`src/rtl/instr_encoder.sv`:
```
// Generic FIFO used for the encoder output buffer.
// Data appears at the head one cycle after a push. Pushes are dropped when full; the caller gates with occupancy.
`ifndef INSTR_ENCODER_DEFS
`define INSTR_ENCODER_DEFS
`define OPCODE_WIDTH 6
`define FUNCT_WIDTH 6
`endif

module enc_fifo #(
    parameter int W     = 8,
    parameter int DEPTH = 2,
    parameter int PW    = (DEPTH > 1) ? $clog2(DEPTH) : 1,
    parameter int CW    = $clog2(DEPTH + 1)
) (
    input  logic          clk,
    input  logic          rst,
    input  logic          push_vld,
    input  logic [W-1:0]  push_dat,
    input  logic          pop_rdy,
    output logic          head_vld,
    output logic [W-1:0]  head_dat,
    output logic [CW-1:0] occupancy
);
    logic [W-1:0]  mem [DEPTH];
    logic [PW-1:0] wr_ptr;
    logic [PW-1:0] rd_ptr;
    logic          push;
    logic          pop;

    assign push     = push_vld && (occupancy < CW'(DEPTH));
    assign pop      = pop_rdy && (occupancy != '0);
    assign head_vld = (occupancy != '0);
    assign head_dat = mem[rd_ptr];

    function automatic logic [PW-1:0] ptr_inc(input logic [PW-1:0] p);
        return (p == PW'(DEPTH - 1)) ? '0 : p + PW'(1);
    endfunction

    always_ff @(posedge clk) begin
        if (push) begin
            mem[wr_ptr] <= push_dat;
        end
    end

    always_ff @(posedge clk or posedge rst) begin
        if (rst) begin
            wr_ptr    <= '0;
            rd_ptr    <= '0;
            occupancy <= '0;
        end else begin
            if (push) begin
                wr_ptr <= ptr_inc(wr_ptr);
            end
            if (pop) begin
                rd_ptr <= ptr_inc(rd_ptr);
            end
            case ({push, pop})
                2'b10:   occupancy <= occupancy + CW'(1);
                2'b01:   occupancy <= occupancy - CW'(1);
                default: occupancy <= occupancy;
            endcase
        end
    end
endmodule

// Encodes MIPS field sets into 32-bit words and streams them with sequential addresses to instruction memory.
// Latency 1 cycle accept-to-valid; e_o_ready comes from buffer occupancy only, so memory stalls back up after 2 words.
module instr_encoder #(
    parameter int IWIDTH    = 32,
    parameter int AWIDTH    = 5,
    parameter int IMM_WIDTH = 16,
    parameter int MAWIDTH   = 8
) (
    input  logic                     e_clk,
    input  logic                     e_rst,
    input  logic                     e_i_start,
    input  logic [MAWIDTH-1:0]       e_i_base_addr,
    input  logic                     e_i_valid,
    output logic                     e_o_ready,
    input  logic                     e_i_last,
    input  logic [`OPCODE_WIDTH-1:0] e_i_opcode,
    input  logic [`FUNCT_WIDTH-1:0]  e_i_funct,
    input  logic [AWIDTH-1:0]        e_i_addr_rs,
    input  logic [AWIDTH-1:0]        e_i_addr_rt,
    input  logic [AWIDTH-1:0]        e_i_addr_rd,
    input  logic [IMM_WIDTH-1:0]     e_i_imm,
    output logic                     e_o_valid,
    input  logic                     e_i_mem_ready,
    output logic [IWIDTH-1:0]        e_o_instr,
    output logic [MAWIDTH-1:0]       e_o_addr,
    output logic [MAWIDTH:0]         e_o_count,
    output logic                     e_o_err,
    output logic                     e_o_done
);
    localparam logic [`OPCODE_WIDTH-1:0] OP_RTYPE  = 6'h00;
    localparam logic [`OPCODE_WIDTH-1:0] OP_LOAD   = 6'h23;
    localparam logic [`OPCODE_WIDTH-1:0] OP_STORE  = 6'h2B;
    localparam logic [`OPCODE_WIDTH-1:0] OP_BRANCH = 6'h04;
    localparam logic [`FUNCT_WIDTH-1:0]  F_ADD = 6'h20;
    localparam logic [`FUNCT_WIDTH-1:0]  F_SUB = 6'h22;
    localparam logic [`FUNCT_WIDTH-1:0]  F_AND = 6'h24;
    localparam logic [`FUNCT_WIDTH-1:0]  F_OR  = 6'h25;
    localparam logic [`FUNCT_WIDTH-1:0]  F_XOR = 6'h26;
    localparam int DW = MAWIDTH + IWIDTH;
    localparam int CW = 2;

    typedef enum logic [1:0] {IDLE, ACTIVE, DRAIN} state_t;

    state_t             state;
    state_t             state_nxt;
    logic [MAWIDTH-1:0] wr_addr;
    logic [IWIDTH-1:0]  enc_word;
    logic               enc_bad;
    logic               accept;
    logic               pop;
    logic               head_vld;
    logic [DW-1:0]      head_dat;
    logic [CW-1:0]      occupancy;

    assign e_o_ready = (state == ACTIVE) && (occupancy < CW'(2));
    assign accept    = e_i_valid && e_o_ready;
    assign pop       = head_vld && e_i_mem_ready;
    assign e_o_valid = head_vld;
    // Outputs read as zero while the buffer is empty so reset leaves every output at 0.
    assign e_o_instr = head_vld ? head_dat[IWIDTH-1:0] : '0;
    assign e_o_addr  = head_vld ? head_dat[DW-1:IWIDTH] : '0;

    always_comb begin
        enc_word = '0;
        enc_bad  = 1'b0;
        case (e_i_opcode)
            OP_RTYPE: begin
                if (e_i_funct == F_ADD || e_i_funct == F_SUB || e_i_funct == F_AND ||
                    e_i_funct == F_OR  || e_i_funct == F_XOR) begin
                    enc_word = IWIDTH'({e_i_opcode, e_i_addr_rs, e_i_addr_rt, e_i_addr_rd,
                                        5'b0, e_i_funct});
                end else begin
                    enc_bad = 1'b1;
                end
            end
            OP_LOAD, OP_STORE, OP_BRANCH: begin
                enc_word = IWIDTH'({e_i_opcode, e_i_addr_rs, e_i_addr_rt, e_i_imm});
            end
            default: enc_bad = 1'b1;
        endcase
    end

    enc_fifo #(.W(DW), .DEPTH(2)) u_out_buf (
        .clk       (e_clk),
        .rst       (e_rst),
        .push_vld  (accept),
        .push_dat  ({wr_addr, enc_word}),
        .pop_rdy   (e_i_mem_ready),
        .head_vld  (head_vld),
        .head_dat  (head_dat),
        .occupancy (occupancy)
    );

    always_ff @(posedge e_clk or posedge e_rst) begin
        if (e_rst) begin
            state <= IDLE;
        end else begin
            state <= state_nxt;
        end
    end

    always_comb begin
        state_nxt = state;
        e_o_done  = 1'b0;
        case (state)
            IDLE: begin
                if (e_i_start) begin
                    state_nxt = ACTIVE;
                end
            end
            ACTIVE: begin
                if (accept && e_i_last) begin
                    state_nxt = DRAIN;
                end
            end
            DRAIN: begin
                if (occupancy == '0) begin
                    e_o_done  = 1'b1;
                    state_nxt = IDLE;
                end
            end
            default: state_nxt = IDLE;
        endcase
    end

    always_ff @(posedge e_clk or posedge e_rst) begin
        if (e_rst) begin
            wr_addr   <= '0;
            e_o_count <= '0;
            e_o_err   <= 1'b0;
        end else if (state == IDLE && e_i_start) begin
            wr_addr   <= e_i_base_addr;
            e_o_count <= '0;
            e_o_err   <= 1'b0;
        end else begin
            if (accept) begin
                wr_addr <= wr_addr + MAWIDTH'(1);
                if (enc_bad) begin
                    e_o_err <= 1'b1;
                end
            end
            if (pop) begin
                e_o_count <= e_o_count + (MAWIDTH+1)'(1);
            end
        end
    end
endmodule
```
`config.mk`:
```
export PLATFORM = sky130hd
export DESIGN_NAME = instr_encoder
export DESIGN_NICKNAME = d
export VERILOG_FILES = /design/src/rtl/instr_encoder.sv
export SDC_FILE = /design/constraint.sdc
export NUM_CORES = 1
export LEC_CHECK = 0
export ABC_AREA = 1
export CORE_MARGIN = 5
export CORE_UTILIZATION = 45
export DETAILED_ROUTE_END_ITERATION = 12
export PLACE_DENSITY = 0.79
export SLEW_MARGIN = 10
export SYNTH_ARGS = -nofsm -noshare
export SYNTH_HDL_FRONTEND = slang
export SYNTH_SLANG_ARGS = --single-unit
```
`constraint.sdc`:
```
create_clock -name e_clk -period 4.2 [get_ports e_clk]
set_clock_uncertainty 0.1 [all_clocks]
set_input_delay 1.05 -clock e_clk [delete_from_list [all_inputs] [get_ports e_clk]]
set_output_delay 1.05 -clock e_clk [all_outputs]
set_load 0.02 [all_outputs]
```
### Word-level counts from Yosys, hierarchy flattened

Memory sizes are Yosys's and may differ from the RTL's.
Cells that the tools add are included.

| word-level totals | value |
|---|---|
| memories kept | 1 |
| bits of input ports | 57 |
| register bits after elaboration | 24 |
| logic and storage cells | 75 |
| output and inout bits | 53 |
| bits in writable memories | 80 |

| cells by class | value |
|---|---|
| magnitude comparators | 1 |
| add/sub/neg operators | 6 |
| equal/unequal tests | 15 |
| muxes and demuxes | 24 |
| reduce and logical (&&, ||, !) cells | 21 |

Memory list:

| name | depth | width | read ports | clocked after memory_dff | write ports | RTL line | text |
|---|---|---|---|---|---|---|---|
| u_out_buf.mem | 2 | 40 | 1 | 0 | 1 | 24 | `logic [W-1:0] mem [DEPTH];` |

Operator list:

| kind | number |
|---|---|
| $mux W32 | 2 |
| $pmux W32 S2 | 1 |
| $eq A6 B6 Y1 const B | 7 |
| $mux W8 | 3 |
| $mux W9 | 2 |
| $mux W1 | 10 |
| $reduce_bool A2 Y1 | 5 |
| $add A9 B1 Y9 const B | 1 |
| $add A8 B1 Y8 const B | 1 |
| $eq A6 B3 Y1 const B | 1 |
| $logic_and A1 B1 Y1 | 6 |
| $logic_not A6 Y1 | 1 |
| $mux W2 | 3 |
| $pmux W2 S3 | 1 |
| $eq A2 B1 Y1 const B | 2 |
| $eq A2 B2 Y1 const B | 2 |
| $logic_not A2 Y1 | 2 |
| $logic_or A1 B1 Y1 | 4 |
| $ne A2 B2 Y1 const B | 2 |
| $pmux W2 S2 | 1 |
| $reduce_and A3 Y1 | 1 |
| $reduce_or A3 Y1 | 1 |
| $add A1 B1 Y1 const B | 2 |
| $add A2 B1 Y2 const B | 1 |
| 5 further kinds | 5 |

### Longest topological paths before layout

| logic depth | value |
|---|---|
| depth in word-level cells | 10 |
| depth in mapped cells | 8 |

### Modules after synthesis

From an unflattened synthesis, not the netlist that was laid out.

| unflattened totals | value |
|---|---|
| cell total of the unflattened synthesis | 559 |
| area total of the unflattened synthesis | 5148.7 µm² |

By module, submodules not included:

| module | cells an instance | times used | area an instance (µm²) |
|---|---|---|---|
| enc_fifo | 238 | 1 | 3196.8 |
| instr_encoder | 321 | 1 | 1951.9 |

### Least setup slack after synthesis

No wires, ideal clock.

| timing | value |
|---|---|
| path kind | in2reg |
| from | input port e_i_valid |
| to | memory u_out_buf.mem[0][0] in the netlist's numbering (enable) |
| buffers on the path | 1 |
| stages on the path | 3 |
| slack | 0.695 ns |
| arrival time | 2.967 ns |
| path through | nand2_2 buf_6 nor2_1 |

| on the way | value |
|---|---|
| word-level cells in the longest chain between the ends | 4 |

Ends and longest elaborated chain:

| what | RTL line | text |
|---|---|---|
| start, declared | 78 | `input logic e_i_valid,` |
| $logic_and A1 B1 Y1 | 121 | `assign accept = e_i_valid && e_o_ready;` |
| $logic_and A1 B1 Y1 | 30 | `assign push = push_vld && (occupancy < CW'(DEPTH));` |
| $mux W1 | 40 | `if (push) begin` |
| $mux W1 (not written as such) | 41 | `mem[wr_ptr] <= push_dat;` |
| end, declared | 24 |  |

No other way between the ends.

### Final worst setup path

| timing | value |
|---|---|
| from | register u_out_buf.rd_ptr |
| to | output port e_o_instr[4] |

| on the way | value |
|---|---|
| word-level cells in the longest chain between the ends | 2 |

Ends and longest elaborated chain:

| what | RTL line | text |
|---|---|---|
| start, declared | 26 | `logic [PW-1:0] rd_ptr;` |
| start signal, assigned | 55 | `rd_ptr <= ptr_inc(rd_ptr);` |
| $mem_v2 Z2 W40 | - |  |
| $mux W32 | 125 | `assign e_o_instr = head_vld ? head_dat[IWIDTH-1:0] : '0;` |
| end, declared | 89 | `output logic [IWIDTH-1:0] e_o_instr,` |

No other way between the ends.

==> flow_summary.json <==
{
  "grtUsageTotal_pct": 18.2,
  "crit_start": "u_out_buf.rd_ptr$_DFFE_PP0P_",
  "core.rowCount": 37,
  "max_slew_margin_pct": 37.1,
  "rrSetupSlack_ns": 2.05,
  "pin_count": 110,
  "drive_above_1_share_pct": 5.83,
  "first_global_vias": 3660,
  "post-route-period-util_pct": 87.2,
  "yosysSeqAreaShare_pct": 64.0,
  "grt-ovfl-total": 0,
  "avgSynthCellArea_um2": 9.94,
  "die_h_um": 112,
  "grt_pass1_wl_um": 18400,
  "dieArea_um2": 12600,
  "synthToLayoutAreaGrowth_pct": 30.7,
  "peakVddDrop_mv": 0.423,
  "cp.arrival_ns": 2.51,
  "yosysWarningCount": 0,
  "antenna_left": 0,
  "cts_htree_levels": 3,
  "num_vias": 3688,
  "status": "complete, no violations",
  "fin_ws_ns": 0.539,
  "worstSkewPairLatency_ns": 0.37,
  "nFillCells": 831,
  "nNetsFinal": 638,
  "critPathMaxFanout": 26,
  "diodes": 0,
  "ctsLongestPathBuffers": 2,
  "dp_slack_ns": 0.730,
  "fin_tns_setup_ns": 0,
  "max-cap-violations": 0,
  "antenna_found_initial": 0,
  "clkSlewWorstSetupHoldPaths_ns": 0.09,
  "cts-root-buf": "clkbuf_8",
  "clock_sinks": 104,
  "rsz0062_at_grt": "no",
  "grt_max_degree": 41,
  "synth.top_cells.by_area": "edfxtp_1 51%, dfrtp_1 13%, nand2_1 11%, a21oi_1 4.8%, inv_1 3.6%",
  "cp-start-kind": "flip-flop",
  "numPortBuffers": 109,
  "postCtsHoldBufs": 0,
  "routed_via_density": 5.13,
  "finalHoldViolCount": 0,
  "initial_core_util_pct": 45.8,
  "drc": 0,
  "max_freq_mhz": 273,
  "synth.top_cell.area_share_pct": 51.2,
  "total_leakage_power_nw": 2.47,
  "worst_setup_path_end_kind": "output pin",
  "place.gp.congestion": 0.868,
  "worstRegToRegCells": 4,
  "layout_common_cells": "143 x nand2_1, 109 x clkdlybuf4s50_1, 80 x edfxtp_1",
  "r2r-end": "u_out_buf.mem[1][34]$_DFFE_PP_",
  "synth-seq-cells": 104,
  "synthesis.instances": 472,
  "regToRegStartpoint": "u_out_buf.occupancy[1]$_DFFE_PP0P_",
  "setup_viol": 0,
  "dieWidth_um": 112,
  "drt_iter0_drc": 231,
  "cts_tree": "built",
  "min_period_ns": 3.66,
  "cts_resized": 0,
  "required_ns": 3.05,
  "design_area_um2": 6130,
  "dpl.hpwl_um": 8000,
  "crit_end": "e_o_instr[4]",
  "cts_made_buffers": 9,
  "netlist_area_um2": 4690,
  "crit_type": "flip-flop to output pin",
  "yosysTopAreaCell": "edfxtp_1",
  "drt-pass1-iter-count": 5,
  "ys_types": 33,
  "place_area_um2": 5930,
  "drv_slew": 0,
  "hp-class": "flip-flop to flip-flop",
  "utilization_pct": 59.9,
  "layout_commonest_cell": "nand2_1",
  "routedWlPerCell_um": 15.8,
  "worst_pin_slew_ns": 0.943,
  "coreArea_um2": 10200,
  "cts_setup_buffers": 0,
  "wl_um": 11300,
  "powerDensity_nw_per_um2": 626
}
==> how the worst min path moves through the flow <==
stage               cells after the start                        endpoint                    from  slack [ns]
CTS                                     2             e_o_err$_DFFE_PP0P_     e_o_err$_DFFE_PP0P_        0.43
floorplan                               0  u_out_buf.mem[0][39]$_DFFE_PP_  wr_addr[7]$_DFFE_PP0P_        0.38
finish                                  2             e_o_err$_DFFE_PP0P_     e_o_err$_DFFE_PP0P_        0.43
detailed placement                      2             e_o_err$_DFFE_PP0P_     e_o_err$_DFFE_PP0P_        0.42
global placement                        0  u_out_buf.mem[0][39]$_DFFE_PP_  wr_addr[7]$_DFFE_PP0P_        0.39
global route                            0  u_out_buf.mem[1][39]$_DFFE_PP_  wr_addr[7]$_DFFE_PP0P_        0.44
==> state kept, by name, indices dropped and copies added, names as in the netlist <==
register and count:
u_out_buf.rd_ptr 1, e_o_err 1, u_out_buf.occupancy 2, u_out_buf.mem 80
wr_addr 8, e_o_count 9, u_out_buf.wr_ptr 1, state 2
==> cells in the mapped netlist <==
cell,instances
or2_2,1
ha_1,3
a21oi_1,45
a21boi_1,3
nor2_1,31
buf_4,1
nor3_4,1
o21a_1,2
clkbuf_1,14
inv_2,4
nand2_2,5
nand3b_1,2
xnor2_1,1
nand3_2,1
nand3_1,16
xor2_1,7
nor3b_1,2
a21boi_0,7
nor3_1,4
o21ai_1,1
o32ai_1,1
o22ai_1,1
nand4_1,3
edfxtp_1,80
o211ai_1,2
conb_1,1
buf_2,3
nand2_1,143
clkinv_1,2
inv_1,45
buf_6,2
dfrtp_1,24
o21ai_0,14
==> metrics by stage <==
stage          power [W]  hold slack (ns)  instances
6_report         0.00384            0.432        719
3_3_place_gp     0.00321            0.394        703
3_5_place_dp     0.00326            0.419        703
5_1_grt          0.00408            0.442        719
4_1_cts          0.00388            0.433        719
2_1_floorplan    0.00249            0.377        473
==> cells by family (layout without fill, tap and decap cells) <==
family	count (synthesis)	after routing	share of synthesized area, %
fa+ha+maj	3	3	0.801
compound gates	76	76	8.96
buf+inv	71	181	6.16
flops	104	104	64.0
xor+xnor	8	8	1.49
other cells	1	2	0.0800
simple gates	209	209	18.5
==> metal layers <==
layer  vias up  GRT usage, %  share of wire [%]
li1       1772             -                  -
met1      1749          23.4                 42
met2       152          30.3                 49
met3        15          4.64                7.6
met4         0          6.01                1.6
met5         -             0                  0
==> area by class of cell <==
| type | instances | area [µm²] | share of cell area, % |
|---|---|---|---|
| clock inverters | 6 | 68.8 | 1.12 |
| inverters | 51 | 191 | 3.12 |
| repair buffers | 114 | 1150 | 18.8 |
| multi-input cells | 298 | 1420 | 23.1 |
| clock buffers | 10 | 128 | 2.08 |
| flip-flops and latches | 104 | 3000 | 49.0 |
| well taps | 136 | 170 | 2.78 |
==> worst max-delay path: stages, from the launching register on <==
cell and delay (ns):
dfrtp_1 0.36, clkinv_1 0.60, buf_4 0.47, nand2_1 0.08, a21oi_1 0.07, clkdlybuf4s50_1 0.57
==> report_power, final <==
part	total [W]	internal, W	switching [W]
Clock	0.000611	0.000280	0.000331
Sequential	0.00145	0.00133	0.000121
Combinational	0.00177	0.000724	0.00105
Total	0.00384	0.00234	0.00150
Note: power is estimated with default switching activity, not from simulation.
